--- src/rtl/voice_allocator.sv ---
// Polyphonic voice allocator: scans voices one per cycle, then assigns, retriggers or
// releases a voice. When all voices are busy, the oldest gated voice is stolen.
module voice_lane #(
    parameter int NOTE_WIDTH = 7,
    parameter int VEL_WIDTH  = 7,
    parameter int AGE_WIDTH  = 8
) (
    input  logic                  clk,
    input  logic                  rst,
    input  logic                  clr,
    input  logic                  wr,
    input  logic                  off,
    input  logic                  bump,
    input  logic [NOTE_WIDTH-1:0] note_in,
    input  logic [VEL_WIDTH-1:0]  vel_in,
    output logic [NOTE_WIDTH-1:0] note,
    output logic [VEL_WIDTH-1:0]  vel,
    output logic                  gate,
    output logic                  trig,
    output logic [AGE_WIDTH-1:0]  age
);
    always_ff @(posedge clk) begin
        if (rst) begin
            note <= '0;
            vel  <= '0;
            gate <= 1'b0;
            trig <= 1'b0;
            age  <= '0;
        end else begin
            trig <= 1'b0;
            if (clr) begin
                gate <= 1'b0;
                age  <= '0;
            end else if (wr) begin
                note <= note_in;
                vel  <= vel_in;
                gate <= 1'b1;
                trig <= 1'b1;
                age  <= '0;
            end else begin
                // A release keeps note/vel so the envelope can finish.
                if (off)
                    gate <= 1'b0;
                if (bump && gate && age != '1)
                    age <= age + 1'b1;
            end
        end
    end
endmodule

module voice_allocator #(
    parameter int NUM_VOICES = 8,
    parameter int NOTE_WIDTH = 7,
    parameter int VEL_WIDTH  = 7,
    parameter int AGE_WIDTH  = 8
) (
    input  logic                             clk,
    input  logic                             rst,
    input  logic                             ev_valid,
    output logic                             ev_ready,
    input  logic                             ev_on,
    input  logic [NOTE_WIDTH-1:0]            ev_note,
    input  logic [VEL_WIDTH-1:0]             ev_vel,
    input  logic                             all_notes_off,
    output logic [NUM_VOICES*NOTE_WIDTH-1:0] voice_note,
    output logic [NUM_VOICES*VEL_WIDTH-1:0]  voice_vel,
    output logic [NUM_VOICES-1:0]            note_on,
    output logic [NUM_VOICES-1:0]            voice_trig
);
    localparam int IW = $clog2(NUM_VOICES);

    typedef enum logic [1:0] {IDLE, SCAN, COMMIT} state_t;

    state_t                                 state;
    logic                                   ready_q;
    logic [IW-1:0]                          idx;
    logic                                   l_on;
    logic [NOTE_WIDTH-1:0]                  l_note;
    logic [VEL_WIDTH-1:0]                   l_vel;
    logic                                   found_match, found_free, found_old;
    logic [IW-1:0]                          match_idx, free_idx, old_idx, pick;
    logic [AGE_WIDTH-1:0]                   old_age;
    logic [NUM_VOICES-1:0][NOTE_WIDTH-1:0]  notes;
    logic [NUM_VOICES-1:0][VEL_WIDTH-1:0]   vels;
    logic [NUM_VOICES-1:0][AGE_WIDTH-1:0]   ages;
    logic [NUM_VOICES-1:0]                  gates;
    logic                                   commit;

    // ready_q is the registered handshake; rst only masks it while held.
    assign ev_ready = ready_q & ~rst;

    always_ff @(posedge clk) begin
        if (rst) begin
            state       <= IDLE;
            ready_q     <= 1'b1;
            idx         <= '0;
            l_on        <= 1'b0;
            l_note      <= '0;
            l_vel       <= '0;
            found_match <= 1'b0;
            found_free  <= 1'b0;
            found_old   <= 1'b0;
            match_idx   <= '0;
            free_idx    <= '0;
            old_idx     <= '0;
            old_age     <= '0;
        end else if (all_notes_off) begin
            state   <= IDLE;
            ready_q <= 1'b0;
        end else begin
            case (state)
                IDLE: begin
                    ready_q <= 1'b1;
                    if (ev_valid && ready_q) begin
                        l_on        <= ev_on && (ev_vel != '0);
                        l_note      <= ev_note;
                        l_vel       <= ev_vel;
                        found_match <= 1'b0;
                        found_free  <= 1'b0;
                        found_old   <= 1'b0;
                        idx         <= '0;
                        ready_q     <= 1'b0;
                        state       <= SCAN;
                    end
                end
                SCAN: begin
                    if (gates[idx] && notes[idx] == l_note && !found_match) begin
                        found_match <= 1'b1;
                        match_idx   <= idx;
                    end
                    if (!gates[idx] && !found_free) begin
                        found_free <= 1'b1;
                        free_idx   <= idx;
                    end
                    // Strict '>' keeps the lowest index on equal ages.
                    if (gates[idx] && (!found_old || ages[idx] > old_age)) begin
                        found_old <= 1'b1;
                        old_idx   <= idx;
                        old_age   <= ages[idx];
                    end
                    if (idx == IW'(NUM_VOICES - 1))
                        state <= COMMIT;
                    else
                        idx <= idx + 1'b1;
                end
                COMMIT: begin
                    state   <= IDLE;
                    ready_q <= 1'b1;
                end
                default: state <= IDLE;
            endcase
        end
    end

    assign commit = (state == COMMIT);
    assign pick   = found_match ? match_idx : (found_free ? free_idx : old_idx);

    for (genvar i = 0; i < NUM_VOICES; i++) begin : g_lane
        voice_lane #(
            .NOTE_WIDTH(NOTE_WIDTH),
            .VEL_WIDTH (VEL_WIDTH),
            .AGE_WIDTH (AGE_WIDTH)
        ) u_lane (
            .clk    (clk),
            .rst    (rst),
            .clr    (all_notes_off),
            .wr     (commit && l_on && pick == IW'(i)),
            .off    (commit && !l_on && found_match && match_idx == IW'(i)),
            .bump   (commit && l_on),
            .note_in(l_note),
            .vel_in (l_vel),
            .note   (notes[i]),
            .vel    (vels[i]),
            .gate   (gates[i]),
            .trig   (voice_trig[i]),
            .age    (ages[i])
        );
    end

    assign voice_note = notes;
    assign voice_vel  = vels;
    assign note_on    = gates;
endmodule

--- config.mk ---
export PLATFORM = sky130hd
export DESIGN_NAME = voice_allocator
export DESIGN_NICKNAME = d
export VERILOG_FILES = /design/src/rtl/voice_allocator.sv
export SDC_FILE = /design/constraint.sdc
export NUM_CORES = 1
export LEC_CHECK = 0
export BUFFER_PORTS_ARGS = -buffer_cell sky130_fd_sc_hd__buf_2
export CORE_ASPECT_RATIO = 1.5
export CORE_MARGIN = 2
export CORE_UTILIZATION = 30
export CTS_CLUSTER_DIAMETER = 30
export DETAILED_ROUTE_END_ITERATION = 10
export PLACE_DENSITY = 0.46
export SLEW_MARGIN = 0
export SYNTH_ARGS = -nofsm -noshare
export SYNTH_HDL_FRONTEND = slang
export SYNTH_SLANG_ARGS = --single-unit
--- constraint.sdc ---
create_clock -name clk -period 9.1 [get_ports clk]
set_input_delay 0.91 -clock clk [delete_from_list [all_inputs] [get_ports clk]]
set_output_delay 0.91 -clock clk [all_outputs]
set_load 0.01 [all_outputs]
; After elaboration in Yosys (flattened, before gate mapping)
; Cells that the tools add are included.
[totals]
wordCells = 234
register_bits = 233
output_inout_bits = 129
[classes]
magnitude_cmp = 2
reduce_logical = 87
n_mux = 48
add_sub_neg = 9
eq_ne = 32
bitwise = 3
[ops]
columns = cell, count
row1 = $add A8 B1 Y8 const B, 8
row2 = $ne A8 B8 Y1 const B, 8
row3 = $logic_and A1 B1 Y1, 41
row4 = $mux W1, 31
row5 = $eq A3 B3 Y1 const B, 9
row6 = $bmux W8 S3, 1
row7 = $reduce_or A3 Y1, 8
row8 = $bmux W7 S3, 1
row9 = $reduce_and A2 Y1, 9
row10 = $reduce_bool A2 Y1, 9
row11 = $reduce_and A4 Y1, 4
row12 = $eq A3 B2 Y1 const B, 4
row13 = $mux W3, 4
row14 = $ne A2 B2 Y1 const B, 6
row15 = $reduce_and A3 Y1, 4
row16 = $gt A8 B8 Y1, 1
row17 = $mux W8, 1
row18 = $pmux W1 S2, 4
row19 = $eq A7 B7 Y1, 1
row20 = $mux W7, 1
row21 = $reduce_bool A7 Y1, 1
row22 = $eq A3 B1 Y1 const B, 2
row23 = $logic_not A3 Y1, 2
row24 = $pmux W3 S2, 1
row25 = other kinds (14), 20

; Depth between registers and ports, before layout
; Gate-level depths: netlist (run 1).
[logic_depth]
depth_word = 7
mapped_depth = 13

; Modules after synthesis
; Synthesis (run 1) repeated with hierarchy kept, for this count alone.
[hier_totals]
hier_cells = 1281
area_unflattened_um2 = 10628.9
[modules_own_cells]
columns = module, cells_each, n_inst, area_per_inst_um2
row1 = voice_lane, 118, 8, 945.9
row2 = voice_allocator, 337, 1, 3061.7

; Worst setup path before layout (run 1)
; No wires, ideal clock.
[synth_path]
path_type = flip-flop to flip-flop
from = reg idx[1]
to = reg old_age[0]
synth_period_minus_slack_ps = 3636
path_slack_ps = 5464
stages_incl_launch_ff = 13
arrival_time_ps = 3515
t_required_ps = 8979
cell_sequence = dfxtp_1 -> buf_6 -> clkbuf_8 -> buf_2 -> mux4_2 -> mux2_2 -> ha_1 -> a21o_1 -> a21oi_1 -> nor2b_1 -> o32ai_1 -> a21o_1 -> mux2_2
[synth_between]
elab_chain_cells = 6
[synth_rtl]
columns = element, line_no
row1 = "start, declared", 76  ; logic [IW-1:0] idx;
row2 = "start signal, assigned", 144  ; idx <= idx + 1'b1;
row3 = $bmux W8 S3, "136, 139"
row4 = $mux W8 (implied by the code), "136, 139"
row5 = $gt A8 B8 Y1, 136  ; if (gates[idx] && (!found_old || ages[idx] > old_age)) begin
row6 = $logic_or A1 B1 Y1, 136
row7 = $logic_and A1 B1 Y1, 136
row8 = $reduce_and A3 Y1 (no line), n/a
row9 = "end signal, assigned", 139  ; old_age <= ages[idx];
row10 = "end, declared", 82  ; logic [AGE_WIDTH-1:0] old_age;
; Several ways; a longest one is shown, not always the timed one. The select of a mux whose other input is x is not followed.
; A chain may end at the register's enable or synchronous reset.

; Worst setup path after layout (run 1)
; Same ends and word-level chain as after synthesis.

==> metrics.cfg, run 1 <==
[run_status]
outcome=completed

[sta]
max_freq_mhz=226
worst_slew_pin_slew_ns=1.04
clock_skew_ns=0.0193
setup-tns-final_ns=0
fin_crit_ns=4.43
rsz0062_at_grt=no
period_share=0.487
report.final.slew_viol_count=0
final-setup-viol-count=0
slew_headroom=0.303
hold_violations=0

[clock_tree]
cts_buffers=45
cts-root-buf=clkbuf_16
post_cts_buffers=0
cts_tree=built
htree_levels=2
clkTransAtPathRegs_ns=0.05
clock_latency_ns=0.53
postCtsHoldBufs=0
cts_sinks=233
cts_max_path_buffers=3
cts_resized=0

[final_layout]
multi_input_area_um2=5170
final_cell_mix=nand2_1 (290), dfxtp_1 (232), a21oi_1 (151), buf_2 (146), nor2_1 (80)
layout_commonest_cell=nand2_1
finalNetCount=1334
synthToLayoutAreaGrowth_pct=22.9
n_antenna_cell=0
drive_gt1_frac=0.204
regArea_um2=4670
fillers=3517

[worst_setup_path]
start_kind=flop
rr_worst_depth=10
crit_fanout=31
r2r_end=old_age[0]
r2r_slack_ns=4.67
worst_ep_arrival_time_ns=4.84
worstPathRequired_ns=9.51
r2r-start=idx[1]
critPathKind=reg -> reg
crit_path_end_kind=flop

[yosys]
syn_area_um2=10300
seq_area_frac_synth=0.451
ys_seq_elements=233
synth-edff-count=0
syn_area_per_cell_um2=8.73
syn-num-nets=1221
synth_cells=1184
yosys-top-cells-area=dfxtp_1 (45%), nand2_1 (11%), a21oi_1 (7.3%), mux4_2 (5.9%), xor2_1 (3.4%)
async_reset_ff_frac=0
yosysUniqueCellTypes=43
yosys_warnings=0
yosysTopAreaCell=dfxtp_1
yosysTopAreaCellShare=0.451
ys.flop_type=dfxtp_1

[die]
start_util=0.304
io_pins=148
rows=83
fp.dieH_um=231
die-area_um2=36000
die_w_um=156
core_area_um2=34100

[detailed_routing]
num_vias=8749
drtAntennaViolNets=0
routed_via_density=5.00
dr.pass1.iters=5
drc_errors=0
drt_iter0_drc=400
wl_um=34100
wire_per_inst_um=19.4

[place]
dp_hpwl_um=24300
globalplace.congestion=0.809
portBuffers=147

[global_routing]
grt_pass1_vias=8855
grt_pass1_wl_um=52200
grt.overflow.total=0
grt_antenna_before_repair=1
grt_usage=0.188
grt_max_degree=92

[hold_path]
min_to=g_lane[1].u_lane.vel[1]
worstHoldPathType=reg -> reg
whs_path_depth=2
hold_start=g_lane[1].u_lane.vel[1]

[power_and_ir_drop]
irDropWorstVdd_mv=0.135
power_per_cell_area_nw_per_um2=208
leakage_nw=4.80
total_power_w=0.00265

[job]
drv_cap=0

-- flip-flops by register name (all words and copies together), names as in the netlist --
signal and count:
idx 3, old_idx 3, found_old 1, l_on 1
free_idx 3, old_age 8, g_lane.u_lane.age 64, g_lane.u_lane.gate 8
g_lane.u_lane.trig 8, match_idx 3, l_vel 7, ready_q 1
g_lane.u_lane.note 56, state 2, found_match 1, l_note 7
found_free 1, g_lane.u_lane.vel 56
-- cells in the mapped netlist, types with 5 or more instances --
master    count
o21ai_1       8
and4_1        7
mux4_1        6
dfxtp_1     233
a41oi_1       7
mux2_2        8
nand2_1     290
or3_1        11
nand4b_1      7
mux2i_1      22
o21ai_0       9
xnor2_1      21
a211oi_1     14
a21oi_1     151
o21a_1        5
mux4_2       27
xor2_1       40
nand2b_1     11
nor2b_1       8
inv_1         9
clkbuf_1     66
nor2_1       80
nand3_1      18
buf_4        17
nor3_1       16
and3_1       15
o211ai_1      8
ha_1         18
nand4_1      19
buf_2         9
-- worst max path at each step --
stage | startpoint | to | slack [ns]
floorplan | idx[1] | old_age[0] | 5.46
global placement | idx[1] | old_age[0] | 4.67
detailed placement | idx[1] | old_age[0] | 4.68
CTS | idx[1] | old_age[0] | 4.65
global route | idx[1] | old_age[0] | 4.39
finish | idx[1] | old_age[0] | 4.67
-- cell families (layout without fill, tap and decap cells) --
| logic type | after synthesis | in the layout | share of synthesized area |
|---|---|---|---|
| AND/OR/NAND/NOR | 489 | 489 | 0.207 |
| flip-flops | 233 | 233 | 0.451 |
| AO/OA/AOI/OAI | 212 | 212 | 0.115 |
| buffers and inverters | 108 | 250 | 0.0498 |
| multiplexers | 63 | 63 | 0.104 |
| XOR/XNOR | 61 | 61 | 0.0517 |
| adder cells (fa/ha/maj) | 18 | 18 | 0.0218 |
-- stage by stage --
stage,cells,hold WS [ns],instance area (µm²),utilization,worst slack (ns)
2_1_floorplan,1184,0.436,10300,-,5.46
3_3_place_gp,1675,0.441,11300,0.331,4.67
3_5_place_dp,1675,0.446,11300,0.331,4.68
4_1_cts,1751,0.452,12700,0.373,4.65
5_1_grt,1751,0.474,12700,0.373,4.39
6_report,1751,0.449,12700,0.373,4.67
-- layout make-up --
class,count,share of cell area
clock buffer,69,0.108
clock inverter,7,0.00522
inverter,10,0.00295
multi-input combinational,843,0.407
sequential,233,0.367
tap,425,0.0419
timing repair buffer,164,0.0681
-- critical path: stages, from the launching register on --
cell and delay, ns:
dfxtp_2 0.43, buf_4 0.53, mux4_2 0.62, mux2_2 0.30, ha_1 0.29, a21o_1 0.18, a21oi_1 0.14, nor2b_1 0.06
o32ai_1 0.87, a21o_1 0.52, mux2_2 0.38
-- where the power goes --
part	internal (W)	total, W	switching [W]
combinational	0.0000126	0.0000484	0.0000358
sequential	0.00103	0.00104	0.0000121
clock	0.00104	0.00156	0.000515
-- metal layers --
layer,part of all wire,GRT usage,routed length [µm],vias to the layer above
met2,0.54,0.356,18400,206
met3,0.048,0.0406,1650,77
met4,0.041,0.0860,1380,2
met5,0.00021,0,7,-
met1,0.37,0.196,12700,4157
li1,-,-,-,4307
No activity file was read; power rests on OpenSTA's default activity.
==> run 2: changes to the inputs <==
--- a/config.mk
+++ b/config.mk
@@ -11,7 +11,7 @@
 export CORE_UTILIZATION = 30
 export CTS_CLUSTER_DIAMETER = 30
 export DETAILED_ROUTE_END_ITERATION = 10
-export PLACE_DENSITY = 0.46
+export PLACE_DENSITY = 0.48
 export SLEW_MARGIN = 0
 export SYNTH_ARGS = -nofsm -noshare
 export SYNTH_HDL_FRONTEND = slang
==> constraint.sdc (replaced) <==
create_clock -name clk -period 4.07 [get_ports clk]
set_input_delay 0.407 -clock clk [delete_from_list [all_inputs] [get_ports clk]]
set_output_delay 0.407 -clock clk [all_outputs]
set_load 0.01 [all_outputs]
==> metrics.cfg, run 2 (synthesis results as in run 1) <==
[clock_tree]
post_cts_buffers=0  ; unchanged
postCtsHoldBufs=0  ; unchanged
cts_max_path_buffers=3  ; unchanged
clkTransAtPathRegs_ns=0.05  ; about the same
cts_resized=0  ; unchanged
cts_sinks=233  ; unchanged
cts_buffers=42  ; -6.7%
cts_tree=built
cts-root-buf=clkbuf_16
clock_latency_ns=0.54  ; about the same
htree_levels=2  ; unchanged

[detailed_routing]
dr.pass1.iters=4  ; -1
drtAntennaViolNets=0  ; unchanged
routed_via_density=5.03  ; +0.74%
wl_um=34400  ; +0.91%
wire_per_inst_um=19.5  ; +0.34%
drt_iter0_drc=456  ; +14%
num_vias=8864  ; +1.3%
drc_errors=0  ; unchanged

[worst_setup_path]
crit_fanout=17  ; -45%
cp_cell_sequence=mux4_2 -> mux2_2 -> ha_1 -> a21o_1 -> a21oi_1 -> nor2b_1 -> o32ai_1 -> a21o_1 -> buf_4 -> mux2i_1
cp-startpoint=idx[1]
worst_ep_arrival_time_ns=3.66  ; -1.18 ns
start_kind=flop
slowest_delay_ns=0.67  ; -0.20 ns
rr_worst_depth=10  ; unchanged
r2r-start=idx[1]
cp_top_family=multiplexers
worstPathRequired_ns=4.53  ; -4.98 ns
critPathSlowestCell=dfxtp_2
timing.critical_path.buf_inv=1  ; unchanged
r2r_end=old_idx[2]
path_common_cell=a21o_1
critPathKind=reg -> reg
cp-endpoint=old_idx[2]
cp.depth=10  ; unchanged
crit_path_end_kind=flop
r2r_slack_ns=0.88  ; -3.79 ns

[sta]
max_freq_mhz=313  ; +39%
rsz0062_at_grt=no
period_share=0.785  ; +0.298
clock_skew_ns=0.0261  ; +0.00678 ns
setup-tns-final_ns=0  ; unchanged
fin_crit_ns=3.19  ; -1.24 ns
final-setup-viol-count=0  ; unchanged
hold_violations=0  ; unchanged
worst_slew_pin_slew_ns=0.962  ; -0.0779 ns
slew_headroom=0.352  ; +0.0490
report.final.slew_viol_count=0  ; unchanged

[final_layout]
largest_register_ffs=64  ; unchanged
finalNetCount=1340  ; +0.45%
layout_commonest_cell=nand2_1
stdcell_count=1761  ; +0.57%
drive_gt1_frac=0.217  ; +0.0134
top_regs=g_lane.u_lane.age: 64 flops, g_lane.u_lane.note: 56 flops, g_lane.u_lane.vel: 56 flops
top_register=g_lane.u_lane.age
n_antenna_cell=0  ; unchanged
final_cell_mix=nand2_1 (290), dfxtp_1 (232), a21oi_1 (151), buf_2 (146), nor2_1 (80)
synthToLayoutAreaGrowth_pct=23.5

[die]
fp.dieH_um=231  ; unchanged
start_util=0.304  ; unchanged
io_pins=148  ; unchanged
rows=83  ; unchanged
die_w_um=156  ; unchanged
core_area_um2=34100  ; unchanged
die-area_um2=36000  ; unchanged

[global_routing]
grt.overflow.total=0  ; unchanged
grt_antenna_before_repair=1  ; unchanged
grt_max_degree=71  ; -23%
grt_pass1_vias=8886  ; +0.35%
grt_pass1_wl_um=52600  ; +0.74%
grt_usage=0.191  ; +0.00240

[place]
dp_hpwl_um=24700  ; +1.6%
numPlacedInstances=1684  ; +0.54%
globalplace.congestion=0.821  ; +1.6%
portBuffers=147  ; unchanged

[hold_path]
worstHoldPathType=in -> reg

[power_and_ir_drop]
leakage_nw=4.81  ; +0.24%
power_per_cell_area_nw_per_um2=462  ; +120%
irDropWorstVdd_mv=0.363  ; +170%

[job]
drv_cap=0  ; unchanged

[run_status]
outcome=completed

[run 2: cell count changes in the layout (fill, tap and decap cells not counted), sizes merged]
cell | previous run | this run
clkbuf | 69 | 50
clkinvlp | 1 | 10
bufinv | 1 | 3
inv | 10 | 13
buf | 164 | 173
clkinv | 5 | 11
[run 2: layout make-up]
type	count	area, µm²
multi-input combinational	843	5190
clock inverter	27	279
timing repair buffer	173	933
tap	425	532
sequential	233	4670
fill	3484	21300
clock buffer	50	1140
inverter	10	37.5
[run 2: how the worst min path moves through the flow]
stage,start,endpoint,slack [ns],depth (start not counted)
CTS,ev_note[2],l_note[2],0.08,3
global route,ev_note[2],l_note[2],0.1,3
detailed placement,g_lane[5].u_lane.vel[3],g_lane[5].u_lane.vel[3],0.45,2
finish,ev_note[2],l_note[2],0.1,3
floorplan,free_idx[0],free_idx[0],0.44,2
global placement,g_lane[4].u_lane.vel[5],g_lane[4].u_lane.vel[5],0.44,2
[run 2: through the flow]
stage	power (W)	hold WS [ns]	instance area [µm²]	setup slack, ns	util
floorplan	0.00242	0.436	10300	0.434	-
global placement	0.00248	0.440	11400	0.872	0.333
detailed placement	0.00248	0.446	11400	0.847	0.333
CTS	0.00598	0.0821	12800	0.852	0.375
global route	0.00608	0.0959	12800	0.607	0.375
finish	0.00590	0.0985	12800	0.876	0.375
[run 2: power by group]
group          total, W  internal [W]  switching (W)
Clock           0.00347       0.00221        0.00126
Sequential      0.00232       0.00229      0.0000222
Combinational  0.000114     0.0000298      0.0000840
[run 2: worst reg2reg max path, delay by kind of cell, from the launching register on]
family,cells,cell delay (ns)
and+or+nand+nor,1,0.06
buffers and inverters,1,0.19
adders and majority gates,1,0.29
muxes,3,1.08
DFF,1,0.67
AOI/OAI and AO/OA,4,0.83
[run 2: routing by layer]
metal / routed length, µm / GRT usage / up-vias / share of wire
met5: 11 / 0 / - / 0.00032
met2: 18800 / 0.359 / 227 / 0.55
met1: 12300 / 0.197 / 4232 / 0.36
met4: 1600 / 0.0969 / 2 / 0.047
met3: 1670 / 0.0398 / 88 / 0.049
li1: - / - / 4315 / -
==> run 3: changes to the inputs <==
--- a/config.mk
+++ b/config.mk
@@ -5,6 +5,7 @@
 export SDC_FILE = /design/constraint.sdc
 export NUM_CORES = 1
 export LEC_CHECK = 0
+export ABC_AREA = 1
 export BUFFER_PORTS_ARGS = -buffer_cell sky130_fd_sc_hd__buf_2
 export CORE_ASPECT_RATIO = 1.5
 export CORE_MARGIN = 2
==> constraint.sdc (replaced) <==
create_clock -name clk -period 2.6 [get_ports clk]
set_input_delay 0.26 -clock clk [delete_from_list [all_inputs] [get_ports clk]]
set_output_delay 0.26 -clock clk [all_outputs]
set_load 0.01 [all_outputs]
==> metrics.cfg, run 3 <==
[run_status]
outcome=completed

[sta]
period_share=0.967  ; +0.182
max_freq_mhz=398  ; +27%
hold_ws_ns=0.0235  ; -0.0750 ns
rsz0062_at_grt=yes
slew_headroom=0.601  ; +0.249
final-setup-viol-count=0  ; unchanged
worst_slew_pin_slew_ns=0.592  ; -0.370 ns
fin_crit_ns=2.51  ; -0.680 ns
report.final.slew_viol_count=0  ; unchanged
hold_violations=0  ; unchanged
setup_ws_ns=0.0857  ; -0.790 ns
clock_skew_ns=0.0270  ; +0.000905 ns

[power_and_ir_drop]
leakage_nw=5.88  ; +22%
power_per_cell_area_nw_per_um2=775  ; +68%
irDropWorstVdd_mv=0.510  ; +41%

[clock_tree]
cts-root-buf=clkbuf_16
clkTransAtPathRegs_ns=0.05  ; about the same
cts_max_path_buffers=3  ; unchanged
cts_buffers=44  ; +4.8%
htree_levels=2  ; unchanged
cts_sinks=233  ; unchanged
cts_tree=built
clock_latency_ns=0.54  ; about the same

[worst_setup_path]
worst_ep_arrival_time_ns=2.96  ; -0.70 ns
cp.depth=16  ; +6
cp_top_family=compound AO/OA/AOI/OAI gates
rr_worst_depth=16  ; +6
timing.critical_path.buf_inv=3  ; +2
crit_path_end_kind=flop
crit_fanout=6  ; -11
worstPathRequired_ns=3.05  ; -1.48 ns
cp_cell_sequence=buf_6 -> buf_6 -> o21ai_2 -> o21ai_1 -> nor2_2 -> a31oi_2 -> ha_1 -> nand2_1 -> o21ai_1 -> nand2_1 -> o211ai_1 -> o21ai_1 -> nand2_2 -> buf_6 -> nand4_1 -> a21oi_1
slowest_delay_ns=0.39  ; -0.28 ns
critPathKind=reg -> reg
critPathSlowestCell=dfxtp_4
r2r_slack_ns=0.09  ; -0.79 ns
start_kind=flop

[yosys]
syn-num-nets=1563  ; +28%
synth.most_common_cell=nand2_1
yosysTopAreaCellShare=0.431  ; -0.0203
syn_area_um2=10800  ; +4.7%
yosys-top-cells-area=dfxtp_1 (43%), a21oi_1 (9.1%), nand2_1 (8.8%), inv_1 (5.6%), nand3_1 (5.2%)
yosysUniqueCellTypes=41  ; -4.7%
seq_area_frac_synth=0.431  ; -0.0203
yosys_warnings=0  ; unchanged
ys_seq_elements=233  ; unchanged
synth_cells=1526  ; +29%
syn_area_per_cell_um2=7.10  ; -19%
synth_common_cells=nand2_1 (253), dfxtp_1 (233), a21oi_1 (197)
synth-edff-count=0  ; unchanged
ys.flop_type=dfxtp_1
async_reset_ff_frac=0  ; unchanged
yosysTopAreaCell=dfxtp_1

[detailed_routing]
wire_per_inst_um=16.7  ; -14%
dr.pass1.iters=5  ; +1
num_vias=10600  ; +20%
wl_um=37000  ; +7.7%
routed_via_density=4.79  ; -4.8%
drt_iter0_drc=605  ; +33%
drtAntennaViolNets=0  ; unchanged
drc_errors=0  ; unchanged

[place]
portBuffers=147  ; unchanged
dp_hpwl_um=26900  ; +8.8%
post-place-ws_ns=-0.0461  ; -0.893 ns
globalplace.congestion=0.876  ; +6.7%

[die]
rows=85  ; +2.4%
io_pins=148  ; unchanged
die_w_um=159  ; +2.3%
die-area_um2=37700  ; +4.6%
start_util=0.303  ; -0.000546
fp.dieH_um=237  ; +2.3%
core_area_um2=35700  ; +4.9%

[hold_path]
whs_path_depth=3  ; unchanged
worstHoldPathType=in -> reg

[final_layout]
top_register=g_lane.u_lane.age
drive_gt1_frac=0.213  ; -0.00360
finalNetCount=1739  ; +30%
largest_register_ffs=64  ; unchanged
synthToLayoutAreaGrowth_pct=31.5
final_cell_mix=nand2_1 (250), dfxtp_1 (230), a21oi_1 (194), inv_1 (160), buf_2 (147)
n_antenna_cell=0  ; unchanged
top_regs=g_lane.u_lane.age: 64 flops, g_lane.u_lane.note: 56 flops, g_lane.u_lane.vel: 56 flops
layout_commonest_cell=nand2_1

[global_routing]
grt_max_degree=52  ; -27%
grt_usage=0.190  ; -0.000590
grt_antenna_before_repair=2  ; +1
grt.overflow.total=0  ; unchanged
grt_pass1_wl_um=56600  ; +7.6%
grt_pass1_vias=10300  ; +15%

[job]
drv_cap=0  ; unchanged

-- run 3: cell types whose count changed after synthesis, sizes merged, moves of 32 or more --
cell | previous run | this run
inv | 9 | 188
xor2 | 40 | 6
a21oi | 151 | 197
buf | 30 | 62
nand2 | 290 | 256
o21ai | 17 | 173
nand3 | 18 | 113
mux4 | 33 | 0
clkbuf | 68 | 30
nor2 | 80 | 161
-- run 3: cells by family (layout without fill, tap and decap cells) --
group                    Yosys count  in the layout  share of synthesized area
flip-flops                       233            233                      0.431
adder cells (fa/ha/maj)           18             18                     0.0208
XOR/XNOR                           7              7                    0.00566
AND/OR/NAND/NOR                  590            591                      0.240
AO/OA/AOI/OAI                    398            398                      0.193
buffers and inverters            280            491                      0.110
-- run 3: final cells by class --
type	count	area [µm²]
multi-input cells	1014	5050
repair buffers	219	1410
well taps	478	598
inverters	188	727
clock buffers	52	1220
repair inverters	2	25.0
flip-flops and latches	233	4670
fillers	3804	21500
clock inverters	30	529
-- run 3: metrics by stage --
step           utilization  instances  area (µm²)  total power [W]  setup TNS [ns]
2_1_floorplan            -       1526       10800          0.00410               0
3_3_place_gp         0.338       2104       12100          0.00429               0
3_5_place_dp         0.338       2104       12100          0.00429          -0.269
4_1_cts              0.390       2196       13900           0.0111               0
5_1_grt              0.398       2216       14200           0.0114          -0.557
6_report             0.398       2216       14200           0.0110               0
-- run 3: worst paths after layout --
| check | startpoint | endpoint |
|---|---|---|
| max | idx[0] | old_age[0] |
| min | ev_note[2] | l_note[2] |
| max reg2reg | idx[0] | old_age[0] |
| min reg2reg | g_lane[6].u_lane.vel[4] | g_lane[6].u_lane.vel[4] |
-- run 3: layer usage --
metal | part of all wire | vias up | GRT usage
met5 | 0.00062 | - | 0
met4 | 0.047 | 4 | 0.0948
met3 | 0.045 | 92 | 0.0371
met2 | 0.52 | 251 | 0.360
met1 | 0.39 | 4883 | 0.198
li1 | - | 5384 | -
-- run 3: what timing repair did --
item / CTS / global route
hold buffers: 10 / 0
resized for setup: 1 / 53
pin swaps: 0 / 19
setup endpoints to repair: 11 / 15
setup buffers: 0 / 15
cloned: 0 / 5
endpoints found under the hold margin: 10 / 0
-- run 3: report_power, final --
group | switching [W] | total, W | internal [W]
combinational | 0.000406 | 0.000659 | 0.000252
sequential | 0.0000564 | 0.00366 | 0.00360
clock | 0.00204 | 0.00672 | 0.00468
-- run 3: worst min-delay path, stage by stage --
cell and delay (ns):
buf_2 0.08, o21ai_0 0.07, a21oi_1 0.10
